==> src/rtl/rr_arbiter_pkg.sv <==
// Shared definitions for the round-robin arbiter: one-hot state indices,
// the state encoding built from them, and the gnt_id width helper.
package rr_arbiter_defs;

    localparam int ST_IDLE    = 0;
    localparam int ST_GRANT   = 1;
    localparam int ST_RELEASE = 2;
    localparam int ST_COUNT   = 3;

    // One-hot state encoding; each state's bit position is its index above.
    typedef enum logic [ST_COUNT-1:0] {
        S_IDLE    = 3'(1 << ST_IDLE),
        S_GRANT   = 3'(1 << ST_GRANT),
        S_RELEASE = 3'(1 << ST_RELEASE)
    } state_t;

    // Width of a binary requester index; never narrower than one bit.
    function automatic int id_width(input int n);
        return (n > 2) ? $clog2(n) : 1;
    endfunction

endpackage

==> src/rtl/rr_arbiter_pick.sv <==
// rr_pick: combinational round-robin winner selection. The request vector
// is rotated so that index last+1 lands at bit 0, the lowest set bit of the
// rotated vector is found, and its position is mapped back to a requester
// index modulo N.
module rr_pick
    import rr_arbiter_defs::*;
#(
    parameter int N  = 4,
    parameter int IW = id_width(N)
) (
    input  logic [N-1:0]  i_req,
    input  logic [IW-1:0] i_last,
    output logic [N-1:0]  o_onehot,
    output logic [IW-1:0] o_idx
);

    logic [2*N-1:0] w_dbl;
    logic [2*N-1:0] w_shift;
    logic [N-1:0]   w_rot;
    logic           w_found;

    // Two copies side by side make a right shift behave as a rotation.
    assign w_dbl   = {i_req, i_req};
    assign w_shift = w_dbl >> (int'(i_last) + 1);
    assign w_rot   = w_shift[N-1:0];

    // Priority-encode the rotated vector and map the hit back to an index.
    always_comb begin
        w_found  = 1'b0;
        o_idx    = '0;
        o_onehot = '0;
        for (int k = 0; k < N; k++) begin
            if (!w_found && w_rot[k]) begin
                w_found = 1'b1;
                o_idx   = IW'((int'(i_last) + 1 + k) % N);
            end
        end
        if (w_found) begin
            o_onehot = N'(1) << o_idx;
        end
    end

endmodule

==> src/rtl/rr_arbiter.sv <==
// rr_arbiter: round-robin arbiter for one shared sequential resource.
// Grants one requester at a time, holds the grant until done or until the
// owner drops its request, then inserts a one-cycle release bubble.
// Optional feature macro: RR_ARB_TIMEOUT_EN adds a hold counter that forces
// a release after HOLD_MAX grant cycles and pulses the timeout output.
module rr_arbiter
    import rr_arbiter_defs::*;
#(
    parameter int N        = 4,
    parameter int HOLD_MAX = 8
) (
    input  logic                     clk,
    input  logic                     rst_b,
    input  logic [N-1:0]             req,
    input  logic                     done,
    output logic [N-1:0]             gnt,
    output logic [id_width(N)-1:0]   gnt_id,
    output logic                     busy
`ifdef RR_ARB_TIMEOUT_EN
   ,output logic                     timeout
`endif
);

    localparam int IW = id_width(N);

    // Reject unsupported configurations at elaboration.
    if (N < 2 || N > 8 || HOLD_MAX < 1) begin : g_bad_param
        $error("rr_arbiter: N must be 2..8 and HOLD_MAX at least 1");
    end

    state_t        r_state;
    state_t        w_state_nxt;
    logic [N-1:0]  r_gnt;
    logic [N-1:0]  w_gnt_nxt;
    logic [IW-1:0] r_gnt_id;
    logic [IW-1:0] w_gnt_id_nxt;
    logic          r_busy;
    logic          w_busy_nxt;
    logic [IW-1:0] r_last;
    logic [IW-1:0] w_last_nxt;

    logic [N-1:0]  w_pick_oh;
    logic [IW-1:0] w_pick_idx;
    logic          w_req_any;
    logic          w_owner_req;
    logic          w_release;

`ifdef RR_ARB_TIMEOUT_EN
    localparam int HW = $clog2(HOLD_MAX + 1);

    logic [HW-1:0] r_hold;
    logic [HW-1:0] w_hold_nxt;
    logic          r_timeout;
    logic          w_timeout_nxt;
    logic          w_expire;

    assign w_expire = (r_hold == HW'(HOLD_MAX - 1));
    assign timeout  = r_timeout;
`endif

    // The pointer register already holds the previous owner while in
    // RELEASE, so the same pick serves both IDLE and RELEASE.
    rr_pick #(
        .N  (N),
        .IW (IW)
    ) u_pick (
        .i_req    (req),
        .i_last   (r_last),
        .o_onehot (w_pick_oh),
        .o_idx    (w_pick_idx)
    );

    assign w_req_any   = |req;
    assign w_owner_req = |(req & r_gnt);
    assign w_release   = done || !w_owner_req;

    assign gnt    = r_gnt;
    assign gnt_id = r_gnt_id;
    assign busy   = r_busy;

    // Next-state and next-output logic; all outputs are registered below.
    always_comb begin
        w_state_nxt  = r_state;
        w_gnt_nxt    = r_gnt;
        w_gnt_id_nxt = r_gnt_id;
        w_busy_nxt   = r_busy;
        w_last_nxt   = r_last;
`ifdef RR_ARB_TIMEOUT_EN
        w_hold_nxt    = r_hold;
        w_timeout_nxt = 1'b0;
`endif
        case (r_state)
            S_IDLE, S_RELEASE: begin
                if (w_req_any) begin
                    w_state_nxt  = S_GRANT;
                    w_gnt_nxt    = w_pick_oh;
                    w_gnt_id_nxt = w_pick_idx;
                    w_busy_nxt   = 1'b1;
`ifdef RR_ARB_TIMEOUT_EN
                    w_hold_nxt   = '0;
`endif
                end else begin
                    w_state_nxt = S_IDLE;
                    w_gnt_nxt   = '0;
                    w_busy_nxt  = 1'b0;
                end
            end
            S_GRANT: begin
`ifdef RR_ARB_TIMEOUT_EN
                w_hold_nxt = r_hold + 1'b1;
                if (w_release || w_expire) begin
                    w_state_nxt   = S_RELEASE;
                    w_gnt_nxt     = '0;
                    w_busy_nxt    = 1'b0;
                    w_last_nxt    = r_gnt_id;
                    // A normal release in the expiry cycle suppresses the pulse.
                    w_timeout_nxt = w_expire && !w_release;
                end
`else
                if (w_release) begin
                    w_state_nxt = S_RELEASE;
                    w_gnt_nxt   = '0;
                    w_busy_nxt  = 1'b0;
                    w_last_nxt  = r_gnt_id;
                end
`endif
            end
            default: begin
                w_state_nxt = S_IDLE;
                w_gnt_nxt   = '0;
                w_busy_nxt  = 1'b0;
            end
        endcase
    end

    // State, pointer and output registers with synchronous active-low reset.
    always_ff @(posedge clk) begin
        if (!rst_b) begin
            r_state  <= S_IDLE;
            r_gnt    <= '0;
            r_gnt_id <= '0;
            r_busy   <= 1'b0;
            r_last   <= IW'(N - 1);
`ifdef RR_ARB_TIMEOUT_EN
            r_hold    <= '0;
            r_timeout <= 1'b0;
`endif
        end else begin
            r_state  <= w_state_nxt;
            r_gnt    <= w_gnt_nxt;
            r_gnt_id <= w_gnt_id_nxt;
            r_busy   <= w_busy_nxt;
            r_last   <= w_last_nxt;
`ifdef RR_ARB_TIMEOUT_EN
            r_hold    <= w_hold_nxt;
            r_timeout <= w_timeout_nxt;
`endif
        end
    end

endmodule
==> config.mk <==
export PLATFORM = sky130hd
export DESIGN_NAME = rr_arbiter
export DESIGN_NICKNAME = d
export VERILOG_FILES = /design/src/rtl/rr_arbiter_pkg.sv /design/src/rtl/rr_arbiter_pick.sv /design/src/rtl/rr_arbiter.sv
export SDC_FILE = /design/constraint.sdc
export NUM_CORES = 1
export LEC_CHECK = 0
export CORE_MARGIN = 2
export CORE_UTILIZATION = 30
export DETAILED_ROUTE_END_ITERATION = 8
export PLACE_DENSITY_LB_ADDON = 0.15
export SKIP_CTS_REPAIR_TIMING = 1
export SLEW_MARGIN = 10
export SYNTH_ARGS = -nofsm -noshare
export SYNTH_HDL_FRONTEND = slang
export SYNTH_SLANG_ARGS = --single-unit
==> constraint.sdc <==
create_clock -name clk -period 1.99 [get_ports clk]
set_clock_uncertainty 0.2 [all_clocks]
set_input_delay 0.398 -clock clk [delete_from_list [all_inputs] [get_ports clk]]
set_output_delay 0.398 -clock clk [all_outputs]
set_load 0.01 [all_outputs]
==> results.sh, run 1 <==
export IMPL_p_leak_uw=0.000336
export IMPL_ant_nets=0
export IMPL_slew_viol_final=0
export IMPL_ys_seq_area_share_pct=41.5
export IMPL_io_pins=14
export IMPL_setup_viol=0
export IMPL_syn_to_final_growth_pct=43.0
export IMPL_cp_max_fo=4
export IMPL_worstPathRequired_ns=1.99
export IMPL_yosys_warnings=0
export IMPL_yosys_register_bits=12
export IMPL_grt_pass1_wl_mm=2.10
export IMPL_core_area_mm2=0.00176
export IMPL_cts_buffer_depth=2
export IMPL_vias=500
export IMPL_gr_total_overflow=0
export IMPL_critPathCapture="gnt[3]$_SDFFE_PN0P_"
export IMPL_dp_cells=103
export IMPL_worst_pin_slew_ns=0.464
export IMPL_grt_util_all_layers_pct=13.8
export IMPL_critPathArrivalTime_ns=1.95
export IMPL_final_common_cell="dfxtp_1"
export IMPL_status="finished clean"
export IMPL_initial_core_util_pct=32.8
export IMPL_final_cell_mix="12 x dfxtp_1, 11 x clkdlybuf4s50_1, 9 x buf_4"
export IMPL_fin_util_pct=47.0
export IMPL_syn_num_nets=65
export IMPL_timing_rr_start="r_last[1]$_SDFFE_PN1P_"
export IMPL_critPathLaunch="req[2]"
export IMPL_finalHoldViolCount=0
export IMPL_cts_buffers=3
export IMPL_clkSinkCount=12
export IMPL_dieArea_mm2=0.00230
export IMPL_p_total_uw=617
export IMPL_htree_levels=1
export IMPL_first_pass_iters=2
export IMPL_reg2reg_depth=5
export IMPL_cts_root_buf="clkbuf_4"
export IMPL_grt_max_degree=13
export IMPL_ys_types=26
export IMPL_antenna_found_initial=0
export IMPL_maxSlewHeadroom_pct=68.9
export IMPL_hold_ws_ns=0.287
export IMPL_cts_clk_slew_worst_paths_ns=0.07
export IMPL_fp_row_count=15
export IMPL_cts_tree="done"
export IMPL_io_buffer_count=13
export IMPL_drt_iter0_markers=3
export IMPL_drt_wl_total_mm=1.29
export IMPL_die_w_um=47.9
export IMPL_drive_above_1_share_pct=24.7
export IMPL_post_layout_nonfiller_instances=106
export IMPL_syn_area_um2=579
export IMPL_syn_area_per_cell_um2=9.99
export IMPL_nets=90
export IMPL_r2r_end="gnt[3]$_SDFFE_PN0P_"
export IMPL_fin_crit_ns=1.94
export IMPL_hold_path_class="reg2reg"
export IMPL_n_antenna_cell=0
export IMPL_hold_path_depth=2
export IMPL_maxCapViolations=0
export IMPL_synthCells=58
export IMPL_fp_dieH_um=47.9
export IMPL_dp_hpwl_um=971
export IMPL_place_area_um2=801
export IMPL_ir_worst_vdd_mv=0.440
export IMPL_grt_pass1_vias=498
export IMPL_cp_start_kind="primary input"
export IMPL_wire_per_inst_um=12.2
export IMPL_final_area_um2=828
export IMPL_crit_type="in2reg"
export IMPL_post_route_period_util_pct=97.6
export IMPL_rsz0062_at_grt="false"
export IMPL_place_gp_congestion=0.750
export IMPL_fmax_ghz=0.515
export IMPL_rrSetupSlack_ns=0.32
export IMPL_drc=0
export IMPL_insertion_delay_ns=0.26
export IMPL_end_kind="flip-flop"
export IMPL_via_per_inst=4.72
export IMPL_p_per_area_mw_per_mm2=745
==> per-stage QoR <==
step           setup WS [ns]  setup TNS [ns]
3_5_place_dp          -0.249           -1.68
3_3_place_gp          -0.253           -1.84
2_1_floorplan          0.388               0
5_1_grt              0.00731               0
6_report              0.0471               0
4_1_cts               0.0216               0
==> cell families after synthesis <==
logic type,Yosys count,share of synthesized area [%]
flops,12,41.5
compound gates,15,20.7
xor+xnor,1,1.51
simple gates,24,28.1
mux,4,6.91
buf+inv,2,1.30
==> synth_stat cells <==
master / instances / share of area, %
a21boi_1: 1 / 1.3
a21boi_2: 1 / 1.9
a21oi_1: 4 / 3.5
a22oi_1: 2 / 2.6
a32oi_1: 1 / 1.5
and2_1: 4 / 4.3
and3b_1: 1 / 1.5
clkbuf_1: 2 / 1.3
dfxtp_1: 12 / 41
mux2i_1: 4 / 6.9
nand2_1: 4 / 2.6
nand2b_1: 2 / 2.2
nand2b_2: 1 / 1.5
nand2b_4: 1 / 2.4
nor2b_1: 6 / 6.5
nor3_2: 1 / 1.7
nor3b_1: 1 / 1.3
nor4_1: 1 / 1.1
o21a_1: 1 / 1.3
o21ai_0: 1 / 0.86
o221ai_2: 1 / 2.6
o2bb2ai_1: 2 / 3.0
o31ai_2: 1 / 2.2
or2_2: 1 / 1.1
or4_4: 1 / 1.9
xnor2_1: 1 / 1.5
==> worst max-delay path, cell delays in order <==
cell	delay, ns
clkdlybuf4s50_1	0.54
nor4_1	0.08
buf_4	0.14
or4_4	0.52
nand2b_4	0.16
a21boi_2	0.12
==> layout make-up <==
cell class	instances	area, um2
repair buffers	22	203
fillers	189	936
flip-flops and latches	12	240
well taps	25	31.3
clock buffers	3	22.5
multi-input cells	44	332
==> worst min path at each step <==
stage / from / endpoint
after floorplan: r_last[0]$_SDFFE_PN1P_ / r_last[0]$_SDFFE_PN1P_
after global placement: gnt[3]$_SDFFE_PN0P_ / gnt[3]$_SDFFE_PN0P_
after detailed placement: gnt[3]$_SDFFE_PN0P_ / gnt[3]$_SDFFE_PN0P_
after CTS: gnt[3]$_SDFFE_PN0P_ / gnt[3]$_SDFFE_PN0P_
after global routing: gnt[3]$_SDFFE_PN0P_ / gnt[3]$_SDFFE_PN0P_
final: gnt[3]$_SDFFE_PN0P_ / gnt[3]$_SDFFE_PN0P_
==> metal layers <==
metal,up-vias,routed length [um],GRT usage [%]
li1,258,-,-
met3,4,72,4.91
met1,223,644,15.8
met5,-,0,0
met4,0,23,8.11
met2,15,554,22.1
==> sequential cells by signal, indices dropped and copies added (netlist names) <==
signal	flops
busy	1
gnt	4
gnt_id	2
r_last	2
r_state	3
==> power by group <==
group | internal, uW | switching (uW)
combinational | 106 | 76.1
clock | 69.9 | 72.3
sequential | 269 | 24.5
total | 444 | 173
No activity file was read; power rests on OpenSTA's default activity.
==> run 2: changes to the inputs <==
- CAP_MARGIN: unset -> 0
- SLEW_MARGIN: 10 -> unset
- SYNTH_HIERARCHICAL: unset -> 1
==> results.sh, run 2 <==
export IMPL_syn_area_per_cell_um2=9.08
export IMPL_io_buffer_count=13
export IMPL_p_per_area_mw_per_mm2=681
export IMPL_synth_top_area_share_pct=30.7
export IMPL_cpLargestDelayFamily="buffers and inverters"
export IMPL_syn_to_final_growth_pct=38.4
export IMPL_worstPathRequired_ns=1.39
export IMPL_post_route_period_util_pct=94.0
export IMPL_cp_start_kind="flip-flop"
export IMPL_nets=114
export IMPL_synthCells=79
export IMPL_grt_pass1_vias=697
export IMPL_critPathLaunch="r_state[1]$_SDFFE_PN0P_"
export IMPL_seqCellArea_um2=220
export IMPL_yosys_most_used_dff="dfxtp_1"
export IMPL_dieArea_mm2=0.00280
export IMPL_cts_tree="done"
export IMPL_cts_buffer_depth=2
export IMPL_fin_crit_ns=1.87
export IMPL_die_w_um=52.9
export IMPL_vias=709
export IMPL_maxCapViolations=0
export IMPL_pre_cts_slack_ns=-0.120
export IMPL_r2r_end="gnt_id[0]$_SDFFE_PN0P_"
export IMPL_p_leak_uw=0.000373
export IMPL_synth_fa_ha_area_share_pct=0
export IMPL_drt_iter0_markers=12
export IMPL_worst_path_buf_inv=1
export IMPL_maxSlewHeadroom_pct=72.2
export IMPL_p_sw_uw=221
export IMPL_ir_worst_vdd_mv=0.633
export IMPL_ys_async_sr_fraction_pct=0
export IMPL_synth_largest_area_cell="dfxtp_1"
export IMPL_htree_levels=1
export IMPL_grt_util_all_layers_pct=15.4
export IMPL_via_per_inst=5.29
export IMPL_timing_final_ws_setup_ns=0.120
export IMPL_p_clk_share_pct=23.1
export IMPL_synth_top_family_by_area="simple AND/OR/NAND/NOR gates"
export IMPL_synth_simple_area_share_pct=31.9
export IMPL_fmax_ghz=0.535
export IMPL_largest_reg_flops=4
export IMPL_fp_row_count=17
export IMPL_yosys_warnings=6
export IMPL_first_pass_iters=4
export IMPL_synthMuxAreaShare_pct=5.58
export IMPL_io_pins=14
export IMPL_internal_power_uw=454
export IMPL_synthTopCellsByCount="11 x dfxtp_1, 8 x nand2_1, 5 x a21oi_1, 5 x nor2_1"
export IMPL_worst_pin_slew_ns=0.407
export IMPL_yosys_area_share_xor_xnor_pct=1.22
export IMPL_rrSetupSlack_ns=0.51
export IMPL_synth_compound_area_share_pct=27.6
export IMPL_clkSinkCount=11
export IMPL_multiInputGateArea_um2=475
export IMPL_gr_total_overflow=0
export IMPL_fin_util_pct=44.4
export IMPL_post_layout_nonfiller_instances=134
export IMPL_rsz0062_at_grt="false"
export IMPL_status="finished clean"
export IMPL_dp_cells=130
export IMPL_n_antenna_cell=0
export IMPL_yosys_register_bits=11
export IMPL_crit_type="reg2out"
export IMPL_cts_root_buf="clkbuf_4"
export IMPL_critPathCapture="busy"
export IMPL_crit_slowest_cell="clkdlybuf4s50_1"
export IMPL_final_fill_count=226
export IMPL_end_kind="output pin"
export IMPL_place_gp_congestion=0.729
export IMPL_seq_power_share_pct=42.8
export IMPL_combPwrFrac_pct=34.1
export IMPL_reg2reg_depth=5
export IMPL_drc=0
export IMPL_synth_edff_count=0
export IMPL_insertion_delay_ns=0.27
export IMPL_final_cell_mix="13 x clkdlybuf4s50_1, 13 x buf_4, 11 x dfxtp_1"
export IMPL_critPathArrivalTime_ns=1.27
export IMPL_path_depth=1
export IMPL_setup_viol=0
export IMPL_fp_dieH_um=52.9
export IMPL_drt_wl_total_mm=1.82
export IMPL_max_stage_delay_ns=0.57
export IMPL_ys_top_cells_by_area="dfxtp_1 31%, a32o_1 5.6%, mux2i_1 5.6%"
export IMPL_wire_per_inst_um=13.6
export IMPL_dp_hpwl_mm=1.41
export IMPL_cp_max_fo=5
export IMPL_hold_path_class="reg2reg"
export IMPL_yosysMostFrequentCell="dfxtp_1"
export IMPL_path_cells="clkdlybuf4s50_1"
export IMPL_antenna_found_initial=0
export IMPL_drive_above_1_share_pct=22.6
export IMPL_ant_nets=0
export IMPL_grt_max_degree=15
export IMPL_initial_core_util_pct=32.1
export IMPL_finalHoldViolCount=0
export IMPL_timing_rr_start="r_last[0]$_SDFFE_PN1P_"
export IMPL_grt_pass1_wl_mm=3.14
export IMPL_syn_area_um2=717
export IMPL_ys_types=32
export IMPL_ys_seq_area_share_pct=30.7
export IMPL_swShare_pct=32.8
export IMPL_core_area_mm2=0.00223
export IMPL_cts_clk_slew_worst_paths_ns=0.07
export IMPL_syn_num_nets=86
export IMPL_cts_buffers=3
export IMPL_slew_viol_final=0
==> run 2: cell count changes after synthesis, moves of 3 or more <==
cell | before | now
nor2b_1 | 6 | 3
nor3_1 | 0 | 3
and2_1 | 4 | 0
nand2_1 | 4 | 8
nor2_1 | 0 | 5
a32o_1 | 0 | 4
==> run 2: area by class of cell <==
class,count,area share [%]
multi-input combinational,63,47.9
timing repair buffer,26,23.0
sequential,11,22.2
tap,28,3.53
clock buffer,4,2.65
inverter,2,0.757
==> run 2: stage by stage <==
step	total power, uW	hold WS (ns)	cell area [um2]	TNS, ns
6_report	676	0.296	992	0
5_1_grt	720	0.330	992	0
4_1_cts	683	0.298	992	0
3_5_place_dp	528	0.286	966	-0.551
3_3_place_gp	526	0.275	966	-0.511
2_1_floorplan	419	0.299	717	0
==> run 2: power by group through the flow <==
stage / sequential (uW) / combinational, uW / clock (uW)
global placement: 294 / 232 / 0
finish: 289 / 230 / 156
CTS: 290 / 234 / 160
floorplan: 287 / 132 / 0
detailed placement: 295 / 233 / 0
global route: 294 / 256 / 170
==> run 2: cell families after synthesis <==
| kind of cell | after synthesis |
|---|---|
| XOR/XNOR | 1 |
| flip-flops | 11 |
| AND/OR/NAND/NOR | 34 |
| buffers and inverters | 5 |
| AO/OA/AOI/OAI | 24 |
| multiplexers | 4 |
==> run 2: how the worst min path moves through the flow <==
stage / start / end / slack (ns) / cells after the start
finish: gnt_id[0]$_SDFFE_PN0P_ / gnt_id[0]$_SDFFE_PN0P_ / 0.30 / 2
global route: gnt_id[1]$_SDFFE_PN0P_ / gnt_id[1]$_SDFFE_PN0P_ / 0.33 / 2
CTS: gnt_id[1]$_SDFFE_PN0P_ / gnt_id[1]$_SDFFE_PN0P_ / 0.30 / 2
detailed placement: gnt_id[0]$_SDFFE_PN0P_ / gnt_id[0]$_SDFFE_PN0P_ / 0.29 / 2
global placement: gnt_id[1]$_SDFFE_PN0P_ / gnt_id[1]$_SDFFE_PN0P_ / 0.27 / 2
floorplan: gnt_id[0]$_SDFFE_PN0P_ / gnt_id[0]$_SDFFE_PN0P_ / 0.30 / 2
==> run 2: per-layer routing <==
| metal | global-route usage [%] | up-vias | part of all wire, % | wire length [um] |
|---|---|---|---|---|
| li1 | - | 359 | - | - |
| met1 | 18.6 | 327 | 45 | 822 |
| met2 | 24.6 | 16 | 47 | 864 |
| met3 | 3.67 | 7 | 4.2 | 77 |
| met4 | 8.97 | 0 | 3.0 | 55 |
| met5 | 0 | - | 0 | 0 |
==> edit 1, RTL diff (flow settings as in run 1) <==
Build with the macro `RR_ARB_TIMEOUT_EN` defined.
--- a/src/rtl/rr_arbiter.sv
+++ b/src/rtl/rr_arbiter.sv
@@ -3,6 +3,8 @@
 // owner drops its request, then inserts a one-cycle release bubble.
 // Optional feature macro: RR_ARB_TIMEOUT_EN adds a hold counter that forces
 // a release after HOLD_MAX grant cycles and pulses the timeout output.
+`define RR_ARB_TIMEOUT_EN
+
 module rr_arbiter
     import rr_arbiter_defs::*;
 #(
Formal check against the unedited RTL (old outputs only; new: timeout): not equivalent (a bounded check fails within 10 cycles, from zero or initial values and one cycle with rst_b low).
==> edit 1 against run 1 <==
Combinational power up 50%. Setup slack better by 0.069 ns. Maximum frequency is 3.7% higher. Sequential cell count grew 5. Largest power group unchanged. Area after synthesis rose by 46%. Wire length rose by 46%. First-iteration DRC count grew to 3.3 times the old value. Power grew 40%. Final area increased by 35%. Highest routed layer unchanged.
==> edit 1: results <==
[worst_setup_path]
regToRegEndpoint = r_last[0]$_SDFFE_PN1P_
slowest_delay_ns = 0.53
r2r-start = r_hold[0]$_SDFFE_PN0P_
path_max_fanout = 7
arrival_ns = 1.90
r2r_cells = 6
worstSetupStartpoint = req[1]

[final_layout]
fin_nets = 119
seqCellArea_um2 = 340
drive_gt1_share_pct = 23.6

[placed_design]
port_buffers = 14
place_inst = 137
place_ws_ns = -0.205
hpwl_mm = 1.49
finalWeightedCongestion = 0.808

[clocking]
worstSkewPairLatency_ns = 0.30
clk_pin_slew_ns = 0.10

[sta]
worstMarginPinSlew_ns = 0.437

[pwr]
p_leak_nw = 0.408
ir_drop_mv = 0.619

[hold_path]
worstHoldStart = r_hold[3]$_SDFFE_PN0P_
holdPathStages = 1

[detailed_routing]
first_pass_iters = 4
vias = 721
drtIter0Drc = 10

[yosys]
synth.area.top_cells = dfxtp_1 40%, nor2_1 4.0%, o2bb2ai_1 3.1%
yosys-top-cells-count = 17 x dfxtp_1, 9 x nor2_1, 6 x nand2_1, 3 x o21ai_0, 3 x o2bb2ai_1
synth.distinct_cells = 44

[grt]
grt_max_degree = 11

[status]
status = completed
## edit 1: cells by family after synthesis
logic type / synth area share [%]
adder cells (fa/ha/maj): 1.48
AO/OA/AOI/OAI: 26.9
multiplexers: 1.18
AND/OR/NAND/NOR: 27.2
XOR/XNOR: 1.04
flip-flops: 40.2
buffers and inverters: 1.92
## edit 1: final cells by class
cell class,instances,share of cell area [%]
Tap cell,31,3.48
Multi-Input combinational cell,63,43.9
Clock inverter,1,0.449
Sequential cell,17,30.5
Timing Repair Buffer,23,18.6
Clock buffer,3,2.02
Inverter,3,1.01
## edit 1: how the worst max path moves through the flow
stage	endpoint	cells past startpoint	slack (ns)
CTS	r_hold[2]$_SDFFE_PN0P_	5	0.11
finish	r_hold[2]$_SDFFE_PN0P_	5	0.12
detailed placement	r_hold[2]$_SDFFE_PN0P_	5	-0.21
global placement	r_hold[2]$_SDFFE_PN0P_	5	-0.19
floorplan	r_last[0]$_SDFFE_PN1P_	5	0.42
global route	r_hold[2]$_SDFFE_PN0P_	5	0.02
## edit 1: where the power goes
| group | switching, W | internal (W) | leakage (nW) |
|---|---|---|---|
| Sequential | 0.0000307 | 0.000373 | 0.139 |
| Clock | 0.000116 | 0.0000749 | 0.0177 |
| Combinational | 0.000124 | 0.000149 | 0.252 |
## edit 1: metrics by stage
stage | power, W | hold WS, ns | area (um^2) | setup TNS [ns]
after floorplan | 0.000564 | 0.240 | 846 | 0
after global placement | 0.000686 | 0.261 | 1090 | -1.78
after detailed placement | 0.000687 | 0.262 | 1090 | -1.90
after CTS | 0.000879 | 0.292 | 1110 | 0
after global routing | 0.000920 | 0.305 | 1110 | 0
final | 0.000867 | 0.284 | 1110 | 0
## edit 1: per-layer routing
layer	track usage (%)	routed length [um]	vias to the layer above
li1	-	-	372
met1	15.0	858	336
met2	22.5	928	11
met3	5.22	84	2
met4	2.99	16	0
met5	0	0	-
==> edit 2, RTL diff (config.mk and constraints of run 1) <==
Made on the original files. Reset style: asynchronous (`rst_b`), changed in one clocked block. Comments in the files are not updated.
--- a/src/rtl/rr_arbiter.sv
+++ b/src/rtl/rr_arbiter.sv
@@ -134,7 +134,7 @@
     end
 
     // State, pointer and output registers with synchronous active-low reset.
-    always_ff @(posedge clk) begin
+    always_ff @(posedge clk or negedge rst_b) begin
         if (!rst_b) begin
             r_state  <= S_IDLE;
             r_gnt    <= '0;
Check against the original RTL: differs if rst_b is asserted again (counterexample within 4 cycles, from zero or initial values and one cycle with rst_b low); with rst_b held inactive, the same outputs for 4 cycles.
==> edit 2 against run 1 <==
Wire length is 20% higher. Setup slack improved by 0.0079 ns. Count of clock-buffer cells in the layout rose by 1. Sequential share of layout area grew 3.7 points. Area after synthesis up 11%. Die area is 10% higher. Synthesized cell count grew 6.9%. Hold slack got worse by 0.010 ns. Sequential cell count stayed put. Final area increased by 12%. Utilization decreased by 0.58 points.
Power is not compared: it rests on default switching activity, and its combinational part moved more than twofold at a synthesized area within 25%.
==> edit 2: results <==
[final_layout]
fin_area_um2 = 928
fillerInstances = 197
largest_reg_flops = 4
drive_gt1_share_pct = 28.1
fin_nets = 97

[sta]
slew_headroom_pct = 63.1
period_minus_slack_ns = 1.93
whs_ns = 0.277
setup_viol = 0

[detailed_routing]
first_pass_iters = 4
drc_errors = 0
wl_per_cell_um = 13.4
drtIter0Drc = 5
avgViaCountPerCell = 5.16

[yosys]
synth-edff-count = 0
ys.flop_type = dfrtp_1
synth.distinct_cells = 30
yosys-top-cells-count = 9 x dfrtp_1, 6 x nand2_1, 6 x o21ai_0, 4 x nor2_1
ys_async_sr_fraction_pct = 100
yosysWarnings = 0
synth.area.top_cells = dfrtp_1 35%, dfstp_2 12%, mux2_2 5.3%
syn-num-nets = 69
seq_area_frac_synth_pct = 47.3

[worst_setup_path]
slowest_delay_ns = 0.50
worst_path_max_delay_cell = clkdlybuf4s50_1
critPathTopFamily = buffers and inverters
rrSetupSlack_ns = 0.20
path_max_fanout = 7
arrival_ns = 1.90

[pwr]
p_leak_nw = 0.405
ir_drop_mv = 0.709

[placed_design]
place_ws_ns = -0.267
hpwl_mm = 1.19
port_buffers = 13
finalWeightedCongestion = 0.806
dpl_cell_area_um2 = 877

[grt]
grt_max_degree = 13
grtUsageTotal_pct = 14.0
grt_pass1_wl_mm = 2.65
antenna_found_initial = 0
grt_pass1_vias = 606

[clocking]
cts_buffer_depth = 2
root_buffer = clkbuf_4
cts_buffers = 3
h-tree-depth = 1
clk_pin_slew_ns = 0.08

[status]
status = completed

[hold_path]
min_path_type = primary input to asynchronous set/reset pin
==> edit 2: cell types whose count changed after synthesis, moves of 4 or more <==
cell and delta:
dfrtp_1 +9, o21ai_0 +5, dfxtp_1 -12, and2_1 -4
nor2_1 +4, nor2b_1 -5
==> edit 2: worst register-to-register path: stages (launching register included) <==
cell and delay, ns:
dfstp_2 0.57, xnor2_1 0.11, a311oi_4 0.30, buf_4 0.17, mux2_2 0.32
==> edit 2: final timing paths <==
kind	startpoint	to	depth (start not counted)
max	req[2]	r_state[1]$_DFFE_PN0P_	6
min	rst_b	busy$_DFFE_PN0P_	1
max reg2reg	r_state[0]$_DFFE_PN1P_	gnt_id[1]$_DFFE_PN0P_	4
min reg2reg	busy$_DFFE_PN0P_	busy$_DFFE_PN0P_	1
max in group asynchronous	rst_b	r_state[0]$_DFFE_PN1P_	1
min in group clk	busy$_DFFE_PN0P_	busy$_DFFE_PN0P_	1
==> edit 2: stage by stage <==
stage,total power [W],std cells,setup TNS (ns)
5_1_grt,0.00150,116,-0.0202
3_3_place_gp,0.00119,111,-2.09
3_5_place_dp,0.00118,111,-2.12
6_report,0.00139,116,0
2_1_floorplan,0.000854,62,0
4_1_cts,0.00138,115,0
==> edit 2: layout make-up <==
class / count / area share, %
Timing Repair Buffer: 24 / 23.5
Multi-Input combinational cell: 46 / 35.0
Clock buffer: 4 / 3.91
Tap cell: 27 / 3.64
Sequential cell: 12 / 32.7
Inverter: 3 / 1.21
==> edit 2: kinds of logic (layout without fill, tap and decap cells) <==
kind of cell / after synthesis / after routing / synth area share [%]
AND/OR/NAND/NOR: 17 / 17 / 13.4
buffers and inverters: 4 / 31 / 2.53
multiplexers: 4 / 4 / 6.81
XOR/XNOR: 1 / 1 / 1.36
flip-flops: 12 / 12 / 47.3
AO/OA/AOI/OAI: 24 / 24 / 28.6
==> edit 2: power by group <==
part,internal (W),switching [W],total [W]
registers,0.000381,0.000106,0.000486
logic,0.000416,0.000301,0.000717
clock network,0.000111,0.0000798,0.000191
==> edit 2: per-layer routing <==
metal	share of wire [%]	up-vias	track usage, %	wire, um
met5	0	-	0	0
met4	2.2	0	8.11	34
met3	4.9	4	2.38	76
met2	45	18	21.9	698
met1	48	285	18.1	743
li1	-	291	-	-
